[src/rtl/lii_pkg.sv]
// Shared LII definitions: ID width, broadcast ID, flit payload type and the
// destination-match helper used by receive-side blocks.
package lii_pkg;

    localparam int unsigned LII_ID_W = 8;
    localparam int unsigned LII_PW   = 128;

    localparam logic [LII_ID_W-1:0] LII_BCAST_ID = 8'hFF;

    // Default-width flit; blocks with a non-default PW declare the same layout locally.
    typedef struct packed {
        logic [LII_ID_W-1:0] src;
        logic [LII_ID_W-1:0] dst;
        logic [LII_PW-1:0]   data;
    } lii_flit_t;

    function automatic logic lii_dst_match(
        input logic [LII_ID_W-1:0] dst,
        input logic [LII_ID_W-1:0] my_id
    );
        return (dst == my_id) || (dst == LII_BCAST_ID);
    endfunction

endpackage

[src/rtl/lii_fifo_sync.sv]
// Generic synchronous first-word-fall-through FIFO with wrap-bit pointers.
// The head entry is read straight from storage and forced to zero when empty.
module lii_fifo_sync #(
    parameter int unsigned WIDTH = 8,
    parameter int unsigned DEPTH = 16
) (
    input  logic                     clk,
    input  logic                     rst,
    input  logic                     push,
    input  logic [WIDTH-1:0]         wdata,
    input  logic                     pop,
    output logic [WIDTH-1:0]         rdata,
    output logic                     full,
    output logic                     empty,
    output logic [$clog2(DEPTH):0]   level
);

    localparam int unsigned AW    = $clog2(DEPTH);
    localparam int unsigned PTR_W = AW + 1;

    logic [WIDTH-1:0] mem [DEPTH];
    logic [PTR_W-1:0] wr_ptr;
    logic [PTR_W-1:0] rd_ptr;
    logic             do_push;
    logic             do_pop;

    assign full    = (wr_ptr[AW] != rd_ptr[AW]) && (wr_ptr[AW-1:0] == rd_ptr[AW-1:0]);
    assign empty   = (wr_ptr == rd_ptr);
    assign do_push = push && !full;
    assign do_pop  = pop && !empty;
    assign level   = wr_ptr - rd_ptr;
    assign rdata   = empty ? '0 : mem[rd_ptr[AW-1:0]];

    always_ff @(posedge clk) begin
        if (rst) begin
            wr_ptr <= '0;
            rd_ptr <= '0;
        end else begin
            if (do_push) begin
                wr_ptr <= wr_ptr + PTR_W'(1);
            end
            if (do_pop) begin
                rd_ptr <= rd_ptr + PTR_W'(1);
            end
        end
    end

    // Storage needs no reset: pointer reset alone empties the FIFO.
    always_ff @(posedge clk) begin
        if (do_push) begin
            mem[wr_ptr[AW-1:0]] <= wdata;
        end
    end

endmodule

[src/rtl/lii_rx_buffer.sv]
// LII receive buffer: keeps flits for MY_ID or broadcast, drops the rest, and
// queues kept flits in an FWFT FIFO. Optional LII_RX_STATS_EN adds counters.
module lii_rx_buffer
    import lii_pkg::*;
#(
    parameter int unsigned          PW    = 128,
    parameter int unsigned          DEPTH = 16,
    parameter logic [LII_ID_W-1:0]  MY_ID = 8'h00
) (
    input  logic                     aclk,
    input  logic                     arst,
    input  logic [PW-1:0]            lii_in_tdata,
    input  logic                     lii_in_tvalid,
    output logic                     lii_in_tready,
    input  logic [LII_ID_W-1:0]      lii_in_src,
    input  logic [LII_ID_W-1:0]      lii_in_dst,
    output logic [PW-1:0]            lii_out_tdata,
    output logic                     lii_out_tvalid,
    input  logic                     lii_out_tready,
    output logic [LII_ID_W-1:0]      lii_out_src,
    output logic [LII_ID_W-1:0]      lii_out_dst,
    output logic [$clog2(DEPTH):0]   fifo_level,
    output logic                     drop_pulse
`ifdef LII_RX_STATS_EN
    ,
    output logic [31:0]              stat_accept_cnt,
    output logic [31:0]              stat_drop_cnt
`endif
);

    typedef struct packed {
        logic [LII_ID_W-1:0] src;
        logic [LII_ID_W-1:0] dst;
        logic [PW-1:0]       data;
    } flit_t;

    flit_t wr_flit;
    flit_t rd_flit;
    logic  match;
    logic  full;
    logic  empty;
    logic  push;
    logic  pop;
    logic  drop;

    // tready looks only at dst and the registered full flag, never at the output side.
    assign match         = lii_dst_match(lii_in_dst, MY_ID);
    assign lii_in_tready = !arst && (!match || !full);
    assign push          = lii_in_tvalid && match && lii_in_tready;
    assign drop          = lii_in_tvalid && !match && !arst;
    assign pop           = lii_out_tvalid && lii_out_tready;

    assign wr_flit.src  = lii_in_src;
    assign wr_flit.dst  = lii_in_dst;
    assign wr_flit.data = lii_in_tdata;

    lii_fifo_sync #(
        .WIDTH ($bits(flit_t)),
        .DEPTH (DEPTH)
    ) u_fifo (
        .clk   (aclk),
        .rst   (arst),
        .push  (push),
        .wdata (wr_flit),
        .pop   (pop),
        .rdata (rd_flit),
        .full  (full),
        .empty (empty),
        .level (fifo_level)
    );

    assign lii_out_tvalid = !empty;
    assign lii_out_tdata  = rd_flit.data;
    assign lii_out_src    = rd_flit.src;
    assign lii_out_dst    = rd_flit.dst;

    always_ff @(posedge aclk) begin
        if (arst) begin
            drop_pulse <= 1'b0;
        end else begin
            drop_pulse <= drop;
        end
    end

`ifdef LII_RX_STATS_EN
    localparam int unsigned STAT_W = 32;

    // Saturating event counters, cleared only by reset.
    always_ff @(posedge aclk) begin
        if (arst) begin
            stat_accept_cnt <= '0;
            stat_drop_cnt   <= '0;
        end else begin
            if (push && (stat_accept_cnt != '1)) begin
                stat_accept_cnt <= stat_accept_cnt + STAT_W'(1);
            end
            if (drop && (stat_drop_cnt != '1)) begin
                stat_drop_cnt <= stat_drop_cnt + STAT_W'(1);
            end
        end
    end
`endif

endmodule
[config.mk]
export PLATFORM = sky130hd
export DESIGN_NAME = lii_rx_buffer
export DESIGN_NICKNAME = d
export VERILOG_FILES = /design/src/rtl/lii_pkg.sv /design/src/rtl/lii_fifo_sync.sv /design/src/rtl/lii_rx_buffer.sv
export SDC_FILE = /design/constraint.sdc
export NUM_CORES = 2
export LEC_CHECK = 0
export ABC_AREA = 0
export CAP_MARGIN = 20
export CELL_PAD_IN_SITES_DETAIL_PLACEMENT = 1
export CELL_PAD_IN_SITES_GLOBAL_PLACEMENT = 2
export CORE_MARGIN = 4
export CORE_UTILIZATION = 35
export CTS_CLUSTER_DIAMETER = 30
export DETAILED_ROUTE_END_ITERATION = 8
export GPL_ROUTABILITY_DRIVEN = 0
export PLACE_DENSITY = 0.62
export SLEW_MARGIN = 20
export SYNTH_ARGS = -nofsm -noshare
export SYNTH_HDL_FRONTEND = slang
export SYNTH_SLANG_ARGS = --single-unit
[constraint.sdc]
create_clock -name aclk -period 31 [get_ports aclk]
set_input_delay 7.75 -clock aclk [delete_from_list [all_inputs] [get_ports aclk]]
set_output_delay 7.75 -clock aclk [all_outputs]
set_load 0.02 [all_outputs]
# Word-level counts from Yosys, hierarchy flattened
# Memories as Yosys holds them, arrays and structs flattened. A register that Yosys moved wholly into a read port is not among the register bits.
# Cells that the tools add are included.
# W data, S select, Z words.
[totals]
latch_bits = 0
ram_bits = 2304
output_inout_bits = 152
romBits = 0
in_bits = 148
memories = 1
regBits = 11
[op_classes]
eq_ne = 4
div_mod_pow = 0
magnitude_cmp = 0
bitwise = 0
n_mul = 0
reduce_logical = 16
addsub = 3
n_shift = 0
mux = 5
[memory_table]
columns = ["memory", "depth", "width", "rd", "rd_ports_with_merged_regs", "write_ports", "line_no", "text"]
rows = [
  ["u_fifo.mem", 16, 144, 1, 1, 1, "lii_fifo_sync.sv:21", "logic [WIDTH-1:0] mem [DEPTH];"],
]
[ops]
columns = ["op", "n"]
rows = [
  ["$mux W144", 1],
  ["$add A5 B1 Y5 const B", 2],
  ["$logic_and A1 B1 Y1", 9],
  ["$eq A8 B8 Y1 const B", 1],
  ["$logic_not A8 Y1", 1],
  ["$mux W4", 2],
  ["$eq A5 B5 Y1", 1],
  ["$sub A5 B5 Y5", 1],
  ["$eq A4 B4 Y1", 1],
  ["$logic_not A1 Y1", 4],
  ["$logic_or A1 B1 Y1", 2],
  ["$mux W1", 2],
  ["$ne A1 B1 Y1", 1],
]

# Longest topological paths before layout
[logic_depth]
word_depth = 9
depth_mapped = 9

# Modules after synthesis
# A second synthesis with hierarchy kept.
[hier_totals]
hier_cells = 4375
area_unflattened_um2 = 89545.9
[modules_own_cells]
columns = ["mod", "area_each_um2", "instances", "cells_each"]
rows = [
  ["lii_fifo_sync", 89453.3, 1, 4363],
  ["lii_rx_buffer", 92.6, 1, 12],
]

# Least setup slack after synthesis
# Ideal clock, no wire load.
[synth_timing]
kind = "in2reg"
startpoint = "in lii_in_dst[0]"
endpoint = "mem u_fifo.mem[3][0] (netlist bit), enable pin"
path_slack_ns = 11.902
setup_ns = 0.824
t_required_ns = 30.176
t_arrival_ns = 18.274
path_stages = 5
cell_sequence = "nor4_1 nand2_1 a21oi_4 nand2_1 nor3_1"
[synth_via]
elab_chain_cells = 9
[synth_rtl]
columns = ["item", "line_no", "text"]
rows = [
  ["start: declaration", "lii_rx_buffer.sv:16", "input logic [LII_ID_W-1:0] lii_in_dst,"],
  ["$eq A8 B8 Y1 or $logic_not A8 Y1 (tied branches)", "lii_pkg.sv:21", "return (dst == my_id) || (dst == LII_BCAST_ID);"],
  ["$logic_or A1 B1 Y1 (*)", "lii_pkg.sv:21", ""],
  ["$logic_not A1 Y1", "lii_rx_buffer.sv:48", "assign lii_in_tready = !arst && (!match || !full);"],
  ["$logic_or A1 B1 Y1", "lii_rx_buffer.sv:48", ""],
  ["$logic_and A1 B1 Y1", "lii_rx_buffer.sv:48", ""],
  ["$logic_and A1 B1 Y1 (*)", "lii_rx_buffer.sv:49", "assign push = lii_in_tvalid && match && lii_in_tready;"],
  ["$logic_and A1 B1 Y1 (*)", "lii_fifo_sync.sv:29", "assign do_push = push && !full;"],
  ["$mux W1 (*)", "lii_fifo_sync.sv:50", "if (do_push) begin"],
  ["$mux W1 (not written as such) (*)", "lii_fifo_sync.sv:51", "mem[wr_ptr[AW-1:0]] <= wdata;"],
  ["end: declaration", "lii_fifo_sync.sv:21", ""],
]
# Mark *: on every way between the ends. The rest lies on a longest branch, timed or not.

# Final worst setup path
[layout_timing]
startpoint = "in lii_in_dst[0]"
endpoint = "out lii_in_tready"
[layout_via]
elab_chain_cells = 5
[layout_rtl]
columns = ["item", "line_no", "text"]
rows = [
  ["$eq A8 B8 Y1 or $logic_not A8 Y1 (tied branches)", "lii_pkg.sv:21", ""],
  ["$logic_or A1 B1 Y1 (*)", "lii_pkg.sv:21", ""],
  ["$logic_not A1 Y1 (*)", "lii_rx_buffer.sv:48", ""],
  ["$logic_or A1 B1 Y1 (*)", "lii_rx_buffer.sv:48", ""],
  ["$logic_and A1 B1 Y1 (*)", "lii_rx_buffer.sv:48", ""],
  ["end: declaration", "lii_rx_buffer.sv:14", "output logic lii_in_tready,"],
]
# Marked as above.

==> run metrics <==
Die X-Extent 510 µm; Max Slew Vio Count 0; input/output buffers 299; clock sinks 2319; FF+latch count, synth 2319; sink of the worst hold path u_fifo.wr_ptr[4]; hold_sp u_fifo.wr_ptr[4]; Pre-Repair DR Iteration Count 5; slew of the pin with the lowest slew margin 1.33 ns; initial core utilization 0.353; overall power 8.59 mW; global-route wire length before repair 331000 µm; most frequent cell after synthesis edfxtp_1; initial antenna violation count 45; fillcell total 22.7k; WS Path Type in -> out; fraction of layout cells with a size suffix above 1 0.303; vias in the first global route 46.6k; Reg-to-Reg Start u_fifo.wr_ptr[2]; switching power 1.67 mW; Setup violations, final 0; post-synth net total 3779; Area contributors post-synth edfxtp_1 78%, mux4_2 15%, mux2i_1 3.3%; unrepaired setup endpoints after global routing false; # H-tree levels 5; Pwr Density 77.3 nW/µm²; crit share post-route 0.577; area leader, netlist edfxtp_1; DRT met1 WL 95700 µm; Remaining DRCs 0; CP max-delay cell clkdlybuf4s50_1; nets@finish 4446; top_reg_cell synth edfxtp_1; maximum vdd drop 0.0000576 V; Post-DRT Antenna Nets 0; worst-path maximum fanout 18; CTS tree yes; Worst Path Required 23.25 ns; flop2flop setup slack 26.33 ns; post-synthesis sequential area ratio 0.788; final WL 230000 µm; setup_tns 0 ns; Comb power frac 0.008; Reg2Reg Depth 7; Sw Ratio 0.195; Synth Instances 3621; cell leakage power 34.0 nW; gr ovfl total 0; wire per inst 28.6 µm; Fmax 0.0559 GHz; Worst setup SP type input port; hold path depth 2; layout overhead on the synthesized area 26.1%; final hold violations 0; clock network power share 0.590; Mapped Area 88200 µm²; CTS max path bufs 4; Yosys warning total 0; DR top layer met5; Netlist cell types 37; Synth top cells by count 2304 x edfxtp_1, 576 x mux4_2, 288 x mux2i_1, 143 x o22ai_1, 81 x buf_2; Post-DP HPWL 109000 µm; Reg power frac 0.403; Worst EP arrival 10.14 ns; clock skew 0.0581 ns; # IOs 300; pin count of the biggest net entering global routing 121; Clock transition at path regs 0.05 ns; row cnt 183; gr usage total 0.177; fin crit period 17.89 ns; total die area 260000 µm²; Die Y 510 µm; via count 41.8k; metal2 WL 115000 µm; cts hold-fix bufs 0; Synth top area share 0.785; slowest stage delay, CP 0.79 ns; worst skew pair latency 0.96 ns; Syn Area/Cell 24.4 µm²; met3 wire len 14400 µm; Critical R2R Capture u_fifo.mem[10][64]; Core Area 250000 µm²; Post-CTS Setup Bufs 0; MaxCap Viol Count 0; Async SR Flop Fraction 0; Post-CTS Resized 0; HP Class reg -> reg; status finished, final reports clean; clk root buf clkbuf_16; Int Power 6.91 mW; crit path cell chain clkdlybuf4s50_1, nor4_1, nand2_1, nand2_1, a21oi_1, clkdlybuf4s50_1; Iter 0 DRT Violations 3127; number of synthesized flops with an enable pin 2304; CTS buffer count 487; Slew HR 0.112; Vias/cell 5.20; Critical Path Sink Type primary output
-- state kept, by name, summed over array words and instances (netlist names), named ones only --
signal	flops
u_fifo.mem	2304
drop_pulse	1
u_fifo.wr_ptr	5
u_fifo.rd_ptr	5
-- metrics by stage --
| step | instance area, µm² | util | hold slack (ns) | instances | setup slack [ns] |
|---|---|---|---|---|---|
| floorplan | 88200 | - | 0.489 | 3621 | 11.90 |
| global placement | 94900 | 0.380 | 0.517 | 7129 | 13.02 |
| detailed placement | 94900 | 0.380 | 0.518 | 7129 | 13.15 |
| CTS | 111000 | 0.445 | 0.526 | 8016 | 13.11 |
| global route | 111000 | 0.445 | 0.569 | 8024 | 12.98 |
| finish | 111000 | 0.445 | 0.520 | 8037 | 13.11 |
-- cell families after synthesis --
logic type	after synthesis	share of synthesized area
fa+ha+maj	10	0.00150
buf+inv	204	0.0144
simple gates	58	0.00360
xor+xnor	9	0.000979
compound gates	156	0.0115
mux	865	0.180
flops	2319	0.788
-- worst max-delay path by stage --
stage,from,to,slack (ns),depth (start not counted)
3_3_place_gp,lii_in_dst[7],lii_in_tready,13.02,6
4_1_cts,lii_in_dst[3],lii_in_tready,13.11,6
5_1_grt,lii_in_dst[0],lii_in_tready,12.98,6
3_5_place_dp,lii_in_dst[3],lii_in_tready,13.15,6
6_report,lii_in_dst[0],lii_in_tready,13.11,6
2_1_floorplan,lii_in_dst[0],u_fifo.mem[3][0],11.90,5
-- critical path, delay by kind of cell --
family	cells	cell delay, ns
AND/OR/NAND/NOR	3	0.95
buffers and inverters	2	1.36
AO/OA/AOI/OAI	1	0.07
-- final cells by class --
cell class	instances	area [µm²]	area share
Sequential cell	2319	69500	0.625
Multi-Input combinational cell	1098	17500	0.158
Clock buffer	548	12500	0.112
Tap cell	3330	4170	0.0375
Clock inverter	339	3750	0.0337
Timing Repair Buffer	372	3680	0.0331
Antenna cell	21	52.6	0.000473
Inverter	10	37.5	0.000338
-- cells in the final DEF (no fill, tap or decap), types with 14 or more instances in the layout --
cell	Yosys	final
clkinvlp_4	0	45
clkbuf_16	0	489
inv_6	0	18
o22ai_1	143	143
clkinv_1	0	85
mux4_2	576	576
diode_2	0	21
and3_4	0	14
bufinv_16	0	70
mux2i_1	288	288
buf_4	36	62
clkinv_2	0	81
clkdlybuf4s50_1	0	299
clkbuf_1	41	59
clkinv_4	0	34
edfxtp_1	2304	2304
-- routing by layer --
metal,vias up,track usage
met2,1267,0.296
met4,28,0.0542
met5,-,0
met1,22800,0.228
met3,412,0.0435
li1,17200,-
-- power groups by stage --
stage | Clock (mW) | Sequential [mW] | Combinational (mW)
2_1_floorplan | 0 | 3.51 | 0.00837
3_3_place_gp | 0 | 3.51 | 0.0644
3_5_place_dp | 0 | 3.51 | 0.0692
4_1_cts | 5.16 | 3.46 | 0.0694
5_1_grt | 5.34 | 3.45 | 0.0753
6_report | 5.06 | 3.46 | 0.0681
Note: power is estimated with default switching activity, not from simulation.
